--- config.mk ---
export PLATFORM = sky130hd
export DESIGN_NAME = fetch_queue
export DESIGN_NICKNAME = d
export VERILOG_FILES = /design/src/rtl/fetch_queue.sv
export SDC_FILE = /design/constraint.sdc
export NUM_CORES = 1
export LEC_CHECK = 0
export BUFFER_PORTS_ARGS = -buffer_cell sky130_fd_sc_hd__buf_2
export CAP_MARGIN = 5
export CELL_PAD_IN_SITES_DETAIL_PLACEMENT = 0
export CELL_PAD_IN_SITES_GLOBAL_PLACEMENT = 1
export CORE_MARGIN = 2
export CORE_UTILIZATION = 30
export DETAILED_ROUTE_END_ITERATION = 8
export PLACE_DENSITY = 0.58
export RECOVER_POWER = 100
export SETUP_SLACK_MARGIN = 0.15
export SLEW_MARGIN = 20
export SYNTH_ARGS = -nofsm -noshare
export SYNTH_HDL_FRONTEND = slang
export SYNTH_SLANG_ARGS = --single-unit
--- constraint.sdc ---
create_clock -name clk_i -period 7.16 [get_ports clk_i]
set_input_delay 1.432 -clock clk_i [delete_from_list [all_inputs] [get_ports clk_i]]
set_output_delay 1.432 -clock clk_i [all_outputs]
set_load 0.05 [all_outputs]
--- src/rtl/fetch_queue.sv ---
// Instruction prefetch queue: sequential word fetch, in-order response FIFO, redirect flush.
// Define FETCH_BYPASS_EN to forward a response straight to decode when the FIFO is empty.
module fetch_queue #(
  parameter int unsigned DEPTH    = 4,
  parameter logic [63:0] RESET_PC = 64'h0
) (
  input  logic        clk_i,
  input  logic        rst_ni,
  input  logic        redirect_i,
  input  logic [63:0] redirect_pc_i,
  output logic        imem_req_o,
  output logic [31:0] imem_addr_o,
  input  logic        imem_gnt_i,
  input  logic        imem_rvalid_i,
  input  logic [31:0] imem_rdata_i,
  output logic        id_valid_o,
  input  logic        id_ready_i,
  output logic [31:0] id_instr_o,
  output logic [63:0] id_pc_o,
  output logic [63:0] id_pcplus4_o
);

  localparam int unsigned PTR_W = (DEPTH > 1) ? $clog2(DEPTH) : 1;
  localparam int unsigned CNT_W = $clog2(DEPTH + 1);
  localparam int unsigned SUM_W = CNT_W + 1;

  logic [63:0]      fetch_pc_q;
  logic [63:0]      resp_pc_q;
  logic [CNT_W-1:0] outstanding_q;
  logic [CNT_W-1:0] drop_q;
  logic [CNT_W-1:0] count_q;
  logic [PTR_W-1:0] rd_ptr_q;
  logic [PTR_W-1:0] wr_ptr_q;
  logic [31:0]      instr_mem [DEPTH];
  logic [63:0]      pc_mem    [DEPTH];

  logic [SUM_W-1:0] in_use_c;
  logic             handshake;
  logic             resp_keep;
  logic             resp_drop;
  logic             bypass;
  logic             pop;
  logic             push;
  logic             fifo_pop;

  // Slots committed = buffered + in flight that will actually be kept.
  assign in_use_c   = SUM_W'(count_q) + SUM_W'(outstanding_q) - SUM_W'(drop_q);
  assign imem_req_o = rst_ni && !redirect_i && (in_use_c < SUM_W'(DEPTH));
  assign handshake  = imem_req_o && imem_gnt_i;
  assign resp_drop  = imem_rvalid_i && (redirect_i || (drop_q != '0));
  assign resp_keep  = imem_rvalid_i && !redirect_i && (drop_q == '0);
  assign imem_addr_o = fetch_pc_q[31:0];

`ifdef FETCH_BYPASS_EN
  assign bypass = rst_ni && resp_keep && (count_q == '0);
`else
  assign bypass = 1'b0;
`endif

  assign id_valid_o = rst_ni && !redirect_i && ((count_q != '0) || bypass);
  assign pop        = id_valid_o && id_ready_i;
  assign push       = resp_keep && !(bypass && id_ready_i);
  assign fifo_pop   = pop && !bypass;

  // Head of queue, or the live response when it is being forwarded.
  always_comb begin
    id_instr_o   = '0;
    id_pc_o      = '0;
    id_pcplus4_o = '0;
    if (count_q != '0) begin
      id_instr_o   = instr_mem[rd_ptr_q];
      id_pc_o      = pc_mem[rd_ptr_q];
      id_pcplus4_o = pc_mem[rd_ptr_q] + 64'd1;
    end else if (bypass) begin
      id_instr_o   = imem_rdata_i;
      id_pc_o      = resp_pc_q;
      id_pcplus4_o = resp_pc_q + 64'd1;
    end
  end

  // Control state; a redirect turns everything still in flight into drops.
  always_ff @(posedge clk_i or negedge rst_ni) begin
    if (!rst_ni) begin
      fetch_pc_q    <= RESET_PC;
      resp_pc_q     <= RESET_PC;
      outstanding_q <= '0;
      drop_q        <= '0;
      count_q       <= '0;
      rd_ptr_q      <= '0;
      wr_ptr_q      <= '0;
    end else if (redirect_i) begin
      fetch_pc_q    <= redirect_pc_i;
      resp_pc_q     <= redirect_pc_i;
      outstanding_q <= outstanding_q - CNT_W'(imem_rvalid_i);
      drop_q        <= outstanding_q - CNT_W'(imem_rvalid_i);
      count_q       <= '0;
      rd_ptr_q      <= '0;
      wr_ptr_q      <= '0;
    end else begin
      if (handshake) begin
        fetch_pc_q <= fetch_pc_q + 64'd1;
      end
      outstanding_q <= outstanding_q + CNT_W'(handshake) - CNT_W'(imem_rvalid_i);
      if (resp_drop) begin
        drop_q <= drop_q - CNT_W'(1);
      end
      if (resp_keep) begin
        resp_pc_q <= resp_pc_q + 64'd1;
      end
      if (push) begin
        wr_ptr_q <= wr_ptr_q + PTR_W'(1);
      end
      if (fifo_pop) begin
        rd_ptr_q <= rd_ptr_q + PTR_W'(1);
      end
      count_q <= count_q + CNT_W'(push) - CNT_W'(fifo_pop);
    end
  end

  // Payload storage needs no reset; it is only read when count_q is nonzero.
  always_ff @(posedge clk_i) begin
    if (push) begin
      instr_mem[wr_ptr_q] <= imem_rdata_i;
      pc_mem[wr_ptr_q]    <= resp_pc_q;
    end
  end

endmodule

# Word level (Yosys, flattened, before mapping)
# Memories as Yosys holds them, arrays and structs flattened.
# Cells that the tools add are included.
# op_classes
n_addsub	13
n_lt_le_gt_ge	1
n_mux	17
reduce_logical	17
# ops
operator	count
$mux 64	6
$add 64x1->64 const B	3
$mux 32	1
$mux 3	4
$sub 3x1->3	3
$logic_and 1x1->1	8
$mux 2	4
$reduce_bool 2->1	4
$add 3x1->3	2
$reduce_bool 3->1	2
$add 2x1->2 const B	2
$add 3x3->4	1
$lt 4x3->1 const B	1
$sub 4x3->4	1
$logic_not 3->1	1
$sub 3x1->3 const B	1
$mux 1	2
$logic_not 1->1	1
$logic_or 1x1->1	1
# word_totals
reg_bits	141
ram_bits	384
word_cells	57
memories	2
# memory_table
memory	words	word_bits	read_ports	rd_ports_with_merged_regs	write_ports	line	source
pc_mem	4	64	1	0	1	35	logic [63:0] pc_mem [DEPTH];
instr_mem	4	32	1	0	1	34	logic [31:0] instr_mem [DEPTH];

# Longest topological paths before layout
# Gate-level depths: netlist (run 1).
# logic_depth
depth_word	8
depth_mapped	16
ltp_nobuf	15

# Least setup slack after synthesis (run 1)
# Ideal clock, no wire load.
# synth_path
path_kind	reg2out
start	register rd_ptr_q[0]
end	output port id_pcplus4_o[60]
arrival_ns	3.376
path_slack_ns	2.352
path_stages_with_launch	10
path_cell_list	dfrtp_1 > buf_6 > buf_6 > mux4_2 > ha_1 > nand4_2 > nor4_4 > nand4_4 > or4_1 > a21oi_1
# synth_via
elab_chain_cells	3
# synth_lines
element	line	source
from (decl)	32	logic [PTR_W-1:0] rd_ptr_q;
from (signal assigned)	114	rd_ptr_q <= rd_ptr_q + PTR_W'(1);
$mem_v2 4x64	n/a	
$add 64x1->64	73	id_pcplus4_o = pc_mem[rd_ptr_q] + 64'd1;
$mux 64	70	if (count_q != '0) begin
to (decl)	20	output logic [63:0] id_pcplus4_o
# No other way between the ends.

# Worst setup path in the final report (run 1)
# layout_path
start	register rd_ptr_q[1]
end	output port id_pcplus4_o[55]
# The elaborated chain is that of the path after synthesis.

==> summary.txt, run 1 <==
Run status
  • Result of the run: finished, violations left
  • Violations in the final reports: max-capacitance violations, max-slew violations

CTS
  • Number of levels the H-tree was split into: 2
  • Master cell of the clock root buffer: sky130_fd_sc_hd__clkbuf_16
  • CTS max path bufs: 3
  • # hold bufs at CTS: 0
  • CTS Buf Count: 56
  • Clock-pin slew of the registers on the worst-case setup and hold paths: approximately 0.06 ns
  • Clock tree from TritonCTS: done
  • Number of gates resized after CTS: 0
  • Post-CTS Repair Setup Buffers: 0
  • Clock latency at the later pin of the worst-skew pair: 0.63 ns
  • # clock sinks: slightly below 500

Worst setup path
  • Max stage delay on crit path: approximately 0.99 ns
  • Worst endpoint required time: roughly 5.7 ns
  • Data arrival time of the critical path: between 5 and 6 ns
  • Maximum net fanout on the critical path: 39
  • Type of the worst setup path: flip-flop to output pin
  • Worst path slowest cell: sky130_fd_sc_hd__dfrtp_2
  • Element type at the critical path end: output pin
  • Setup slack of the worst register-to-register path: approximately 2.4 ns
  • Type of element launching the critical path: flip-flop
  • Worst-path cell chain: buf_4 > mux4_1 > nand4_2 > nor4_4 > nand4_1 > or3_1 > a21oi_1 > clkbuf_1
  • Number of cells on the worst reg-to-reg path: 6

Die
  • Initial Utilization: 30.4%
  • Floorplan die height: 279 um
  • Overall die area: 0.0777 mm^2
  • Horizontal die dimension: about 280 um
  • Site row count: 100
  • Core region area: between 0.07 and 0.08 mm^2
  • Boundary pin count: approximately 300

Global routing
  • Global routing usage summed across all routing layers: around 17%
  • Congestion Overflow GR: 0
  • Antenna violations before repair: 4
  • Met3 layer usage reported by global route: about 3.6%
  • Routing usage on met2: between 20 and 30%
  • Via count of the first global-routing pass: ~15000
  • Met1 Track Usage GR: between 20% and 30%
  • Largest net degree at the start of global routing: 162
  • Wire length of the first global-routing pass: 96.3 mm
  • Highest-utilization routing layer at the global route stage: met2

Route
  • Routed wirelength normalized by instance count: 22.5 um
  • Violation count after the first detailed-routing iteration: between 1000 and 1500
  • Post-route ant nets: 0
  • Number of remaining DRC errors: 0
  • Vias post-DR: 14500
  • Vias per cell: between 4 and 5
  • Routed WL: ~66 mm
  • Detailed-router iteration count before antenna repair: 5

Synthesis
  • Primary FF master, synth: sky130_fd_sc_hd__edfxtp_1
  • Number of storage elements in the synthesis netlist: ~500
  • Async set-reset flop share out of synthesis: between 20 and 25%
  • Largest cells by area after synthesis: sky130_fd_sc_hd__edfxtp_1, sky130_fd_sc_hd__dfrtp_1, sky130_fd_sc_hd__mux4_2
  • Synthesized cell area: between 0.02 and 0.025 mm^2
  • Yosys cell types: 65
  • Total of warnings raised by yosys: 0
  • Area share of the leading cell type in the synthesized netlist: between 50% and 60%
  • Cell accounting for the most synthesized area: sky130_fd_sc_hd__edfxtp_1
  • Cells after Synth: ~1600
  • Avg Inst Size Synth: about 14 um^2
  • Seq/Total Area, Yosys: 62.9%
  • Post-synthesis net count: 1718
  • Number of synthesized flops with an enable pin: 384

STA
  • Slew of the pin with the lowest slew margin: around 4.0 ns
  • Final setup violating endpoints: 0
  • Setup tns final: 0 ns
  • Final Hold Vio Count: 0
  • Unrepaired setup endpoints after global routing: false
  • Max Clock Skew: 0.0226 ns
  • Clock period minus worst slack: 6.65 ns
  • Worst relative slew slack: -165%
  • Fraction of the cycle the final worst path needs: between 90 and 100%
  • Achievable clock frequency: about 0.15 GHz
  • Count of pins over their slew limit: 378

Cells and area
  • Most frequent cells in the layout: sky130_fd_sc_hd__edfxtp_1, sky130_fd_sc_hd__clkbuf_1, sky130_fd_sc_hd__dfrtp_1
  • Area growth syn-to-layout: 18.2%
  • Number of nets at the end of the flow: a little over 2000
  • Share of the core filled with cells: a little over a third
  • Ant diodes: 0
  • Commonest non-fill, non-tap cell in the layout: sky130_fd_sc_hd__edfxtp_1
  • Proportion of layout cells with a drive suffix above 1: 16.6%
  • Layout filler cell count: approximately 7300

Placement
  • Detailed placement HPWL: around 45 mm
  • Routability-driven placement congestion ratio: about 0.8
  • Port Buffer Count: between 200 and 300

Min path
  • Tightest Hold Check Type: flip-flop to flip-flop
  • Worst Hold Path Cells: 1

Job
  • Max-capacitance violation count: 9

Pwr
  • Leak: 8.78 nW
  • Cell area power density: roughly 310 mW/mm^2
  • IR drop worst, VDD: 0.000197 V
[worst paths after layout]
path / end / from
worst max-delay path: id_pcplus4_o[55] / rd_ptr_q[1]
worst min-delay path: fetch_pc_q[31] / fetch_pc_q[31]
worst max register to register: pc_mem[1][54] / drop_q[0]
worst min register to register: fetch_pc_q[31] / fetch_pc_q[31]
max in group asynchronous: resp_pc_q[54] / rst_ni
min in group asynchronous: fetch_pc_q[15] / rst_ni
[cells in the mapped netlist (all sizes together), types with 3 or more instances]
library cell,instances
nor3b,3
clkbuf,44
buf,30
nand3b,3
inv,48
dfrtp,109
xor2,46
a21oi,49
or3,29
o31ai,6
and3,19
nand4b,3
nor4,28
and2,12
or2,6
a31oi,10
nor2b,94
mux4,95
mux2i,5
a311oi,3
fa,4
ha,18
o31a,3
nor2,100
nand4,51
nand2b,5
xnor2,71
edfxtp,384
o21ai,71
a211oi,3
nand3,46
mux2,27
nand2,103
and4,7
or4,11
nor3,30
[report_power, final]
part	leakage, nW	switching (W)	total (W)	internal (W)
clock	0.945	0.00120	0.00302	0.00182
combinational	3.09	0.00156	0.00201	0.000445
sequential	4.75	0.000151	0.00340	0.00325
[routing by layer]
metal  routed length [um]  vias to the layer above
met4                 1260                        2
met2                31000                      437
li1                     -                     6632
met3                 4390                       77
met1                28800                     7358
met5                   13                        -
[flip-flops by register name, indices dropped and copies added, names as in the netlist]
register / count
pc_mem: 256
instr_mem: 128
resp_pc_q: 64
fetch_pc_q: 32
count_q: 3
drop_q: 3
outstanding_q: 3
rd_ptr_q: 2
wr_ptr_q: 2
[stage by stage]
step           cells  hold slack (ns)  worst slack [ns]  instance area [um^2]  total power (W)
2_1_floorplan   1594            0.476              2.35                 22700          0.00494
3_3_place_gp    2806            0.499              1.48                 25200          0.00553
3_5_place_dp    2806            0.510              1.43                 25200          0.00554
4_1_cts         2910            0.527             0.731                 27100          0.00859
5_1_grt         2910            0.545             0.277                 26800          0.00878
6_report        2910            0.522             0.514                 26800          0.00842
[cell families after synthesis]
family                     count (synthesis)  share of synthesized area [%]
adders and majority gates                 22                           1.35
buffers and inverters                    123                           2.53
AOI/OAI and AO/OA                        157                           3.92
xor gates and xnor gates                 117                           4.52
muxes                                    127                           11.2
DFF                                      493                           62.9
and+or+nand+nor                          555                           13.6
[cell type report]
class                      instances  area [um^2]  share of cell area [%]
clock buffer                      73         1510                    5.62
clock inverter                    31          448                    1.67
inverter                          49          184                   0.687
multi-input combinational        978         7810                    29.2
sequential                       493        14300                    53.3
tap                              969         1210                    4.53
timing repair buffer             317         1360                    5.06
[critical path: cells and delay by family (launching register included)]
family / cells / cell delay [ns]
AND/OR/NAND/NOR: 4 / 1.85
buffers and inverters: 2 / 1.14
flip-flops: 1 / 0.99
multiplexers: 1 / 0.44
AO/OA/AOI/OAI: 1 / 0.16
(Power assumes the default switching activity.)
==> run 2, diff against run 1 <==
--- a/config.mk
+++ b/config.mk
@@ -5,14 +5,14 @@
 export SDC_FILE = /design/constraint.sdc
 export NUM_CORES = 1
 export LEC_CHECK = 0
-export BUFFER_PORTS_ARGS = -buffer_cell sky130_fd_sc_hd__buf_2
 export CAP_MARGIN = 5
 export CELL_PAD_IN_SITES_DETAIL_PLACEMENT = 0
 export CELL_PAD_IN_SITES_GLOBAL_PLACEMENT = 1
 export CORE_MARGIN = 2
 export CORE_UTILIZATION = 30
 export DETAILED_ROUTE_END_ITERATION = 8
-export PLACE_DENSITY = 0.58
+export DONT_BUFFER_PORTS = 1
+export PLACE_DENSITY = 0.54
 export RECOVER_POWER = 100
 export SETUP_SLACK_MARGIN = 0.15
 export SLEW_MARGIN = 20
==> summary.txt, run 2 (synthesis results as in run 1) <==
Cells and area
  • Regs by FF count: pc_mem: 256 flops, instr_mem: 128 flops, resp_pc_q: 64 flops (unchanged)
  • Area taken by multi-input logic gates: 0.00780 mm^2 (was 0.00781 mm^2)
  • Flip-flop count of the largest register, all copies and words added: 256 (unchanged)
  • Number of nets at the end of the flow: 1767 (was 2019)
  • Top register by number of flip-flops: pc_mem (unchanged)
  • Proportion of layout cells with a drive suffix above 1: 14.3% (was 16.6%)
  • Post-route design area: 0.0257 mm^2 (was 0.0268 mm^2)
  • Storage element area: 0.0143 mm^2 (about the same)
  • Layout filler cell count: 7268 (was 7348)
  • Number of non-filler instances in the completed layout: 2661 (was 2910)
  • Most frequent cells in the layout: sky130_fd_sc_hd__edfxtp_1, sky130_fd_sc_hd__dfrtp_1, sky130_fd_sc_hd__nand2_1 (was sky130_fd_sc_hd__edfxtp_1, sky130_fd_sc_hd__clkbuf_1, sky130_fd_sc_hd__dfrtp_1)
  • Commonest non-fill, non-tap cell in the layout: sky130_fd_sc_hd__edfxtp_1 (unchanged)
  • Area growth syn-to-layout: 13.4% (was 18.2%)

CTS
  • Post-CTS Repair Setup Buffers: 0 (unchanged)
  • Clock-pin slew of the registers on the worst-case setup and hold paths: 0.06 ns (about the same)
  • Number of levels the H-tree was split into: 2 (unchanged)
  • # hold bufs at CTS: 0 (unchanged)
  • Master cell of the clock root buffer: sky130_fd_sc_hd__clkbuf_16 (unchanged)
  • CTS Buf Count: 57 (was 56)
  • CTS max path bufs: 3 (unchanged)
  • Clock tree from TritonCTS: done (unchanged)
  • Number of gates resized after CTS: 0 (unchanged)
  • # clock sinks: 493 (unchanged)
  • Clock latency at the later pin of the worst-skew pair: 0.62 ns (was 0.63 ns)

Pwr
  • Leak: 8.22 nW (was 8.78 nW)
  • Switching Power: 0.00283 W (was 0.00291 W)
  • Overall power consumption: 0.00815 W (was 0.00842 W)
  • Portion of total power attributed to combinational logic: 21.5% (was 23.8%)
  • Switching portion of total power: 34.7% (was 34.6%)
  • Seq pwr share: 42.9% (was 40.3%)
  • IR drop worst, VDD: 0.000292 V (was 0.000197 V)
  • Internal power consumption: 0.00532 W (was 0.00551 W)
  • Cell area power density: 317 mW/mm^2 (was 314 mW/mm^2)
  • Clock network fraction of total power: 35.6% (was 35.8%)

Placement
  • # placed instances: 2553 (was 2806)
  • Standard cell area after detailed placement: 0.0240 mm^2 (was 0.0252 mm^2)
  • Routability-driven placement congestion ratio: 0.782 (was 0.809)
  • Detailed placement HPWL: 44.0 mm (was 44.8 mm)
  • Worst setup slack before clock tree synthesis: 1.46 ns (was 1.43 ns)
  • Port Buffer Count: 0 (was 295)

STA
  • Achievable clock frequency: 0.151 GHz (was 0.150 GHz)
  • Final Hold Vio Count: 0 (unchanged)
  • Slew of the pin with the lowest slew margin: 4.38 ns (was 3.97 ns)
  • Count of pins over their slew limit: 309 (was 378)
  • Unrepaired setup endpoints after global routing: false (unchanged)
  • Worst relative slew slack: -192% (was -165%)
  • Clock period minus worst slack: 6.60 ns (was 6.65 ns)
  • Final setup slack of the worst path: 0.556 ns (was 0.514 ns)
  • Max Clock Skew: 0.0162 ns (was 0.0226 ns)
  • Fraction of the cycle the final worst path needs: 92.2% (was 92.8%)
  • Setup tns final: 0 ns (unchanged)
  • Final setup violating endpoints: 0 (unchanged)

Run status
  • Violations in the final reports: max-capacitance violations, max-slew violations (unchanged)
  • Result of the run: finished, violations left (unchanged)

Worst setup path
  • Type of the worst setup path: flip-flop to output pin (unchanged)
  • Data arrival time of the critical path: 5.17 ns (was 5.21 ns)
  • Worst endpoint required time: 5.73 ns (about the same)
  • Element type at the critical path end: output pin (unchanged)
  • Type of element launching the critical path: flip-flop (unchanged)
  • Maximum net fanout on the critical path: 38 (was 39)

Die
  • Horizontal die dimension: 279 um (unchanged)
  • Site row count: 100 (unchanged)
  • Core region area: 0.0746 mm^2 (unchanged)
  • Overall die area: 0.0777 mm^2 (unchanged)
  • Initial Utilization: 30.4% (unchanged)
  • Boundary pin count: 296 (unchanged)
  • Floorplan die height: 279 um (unchanged)

Min path
  • Tightest Hold Check Type: input port to async pin (was flip-flop to flip-flop)

Route
  • Number of remaining DRC errors: 0 (unchanged)
  • Vias per cell: 5.10 (was 4.98)
  • Detailed-router iteration count before antenna repair: 5 (unchanged)
  • Vias post-DR: 13600 (was 14500)
  • Post-route ant nets: 0 (unchanged)
  • Routed wirelength normalized by instance count: 24.6 um (was 22.5 um)
  • Violation count after the first detailed-routing iteration: 899 (was 1179)
  • Routed WL: 65.5 mm (was 65.6 mm)

Global routing
  • Via count of the first global-routing pass: 13900 (was 14600)
  • Wire length of the first global-routing pass: 95.6 mm (was 96.3 mm)
  • Antenna violations before repair: 1 (was 4)
  • Global routing usage summed across all routing layers: 16.6% (about the same)
  • Largest net degree at the start of global routing: 158 (was 162)
  • Congestion Overflow GR: 0 (unchanged)

Job
  • Max-capacitance violation count: 7 (was 9)
run 2: cell types whose count changed in the layout (fill, tap and decap cells not counted), sizes merged:
cell	before	now
inv	51	50
clkinv	17	18
clkbuf	299	125
diode	0	1
buf	91	19
bufinv	9	5
run 2: path summary, 6_finish.rpt:
path / from / end / slack [ns] / cells after the start
min in group clk_i: resp_pc_q[14] / pc_mem[2][14] / 0.54 / 0
min: rst_ni / resp_pc_q[19] / 0.51 / 0
max reg2reg: drop_q[0] / pc_mem[1][54] / 1.25 / 6
max in group asynchronous: rst_ni / resp_pc_q[47] / 6.36 / 0
max: rd_ptr_q[0] / id_pcplus4_o[60] / 0.56 / 8
min reg2reg: resp_pc_q[14] / pc_mem[2][14] / 0.54 / 0
run 2: layout make-up:
cell class,count,share of cell area (%)
Tap cell,969,4.72
Multi-Input combinational cell,978,30.4
Timing Repair Buffer,64,1.35
Clock inverter,27,1.24
Sequential cell,493,55.5
Inverter,49,0.716
Clock buffer,80,6.08
Antenna cell,1,0.00974
run 2: layer usage:
| metal | GRT usage (%) | vias to the layer above | routed length [um] |
|---|---|---|---|
| li1 | - | 6120 | - |
| met1 | 21.6 | 6966 | 28300 |
| met2 | 26.9 | 410 | 30700 |
| met3 | 5.31 | 77 | 5070 |
| met4 | 3.94 | 2 | 1410 |
| met5 | 0 | - | 13 |
run 2: power by group through the flow:
stage               logic (W)  registers (W)  clock network, W
floorplan             0.00145        0.00349                 0
global placement      0.00180        0.00354                 0
detailed placement    0.00182        0.00355                 0
CTS                   0.00182        0.00349           0.00299
global route          0.00188        0.00352           0.00310
finish                0.00176        0.00349           0.00290
run 2: through the flow:
step / util, % / hold WS, ns
after detailed placement: 32.2 / 0.526
after global routing: 34.5 / 0.467
after CTS: 34.7 / 0.472
after floorplan: - / 0.476
after global placement: 32.2 / 0.513
final: 34.5 / 0.510
run 2: critical path: stages, from the launching register on:
cell	delay, ns
sky130_fd_sc_hd__dfrtp_4	0.96
sky130_fd_sc_hd__buf_12	0.29
sky130_fd_sc_hd__mux4_2	0.32
sky130_fd_sc_hd__nand4_1	0.45
sky130_fd_sc_hd__nor4_4	0.71
sky130_fd_sc_hd__nand4_1	0.52
sky130_fd_sc_hd__or4_1	0.60
sky130_fd_sc_hd__a21oi_1	0.28
sky130_fd_sc_hd__clkbuf_2	0.35
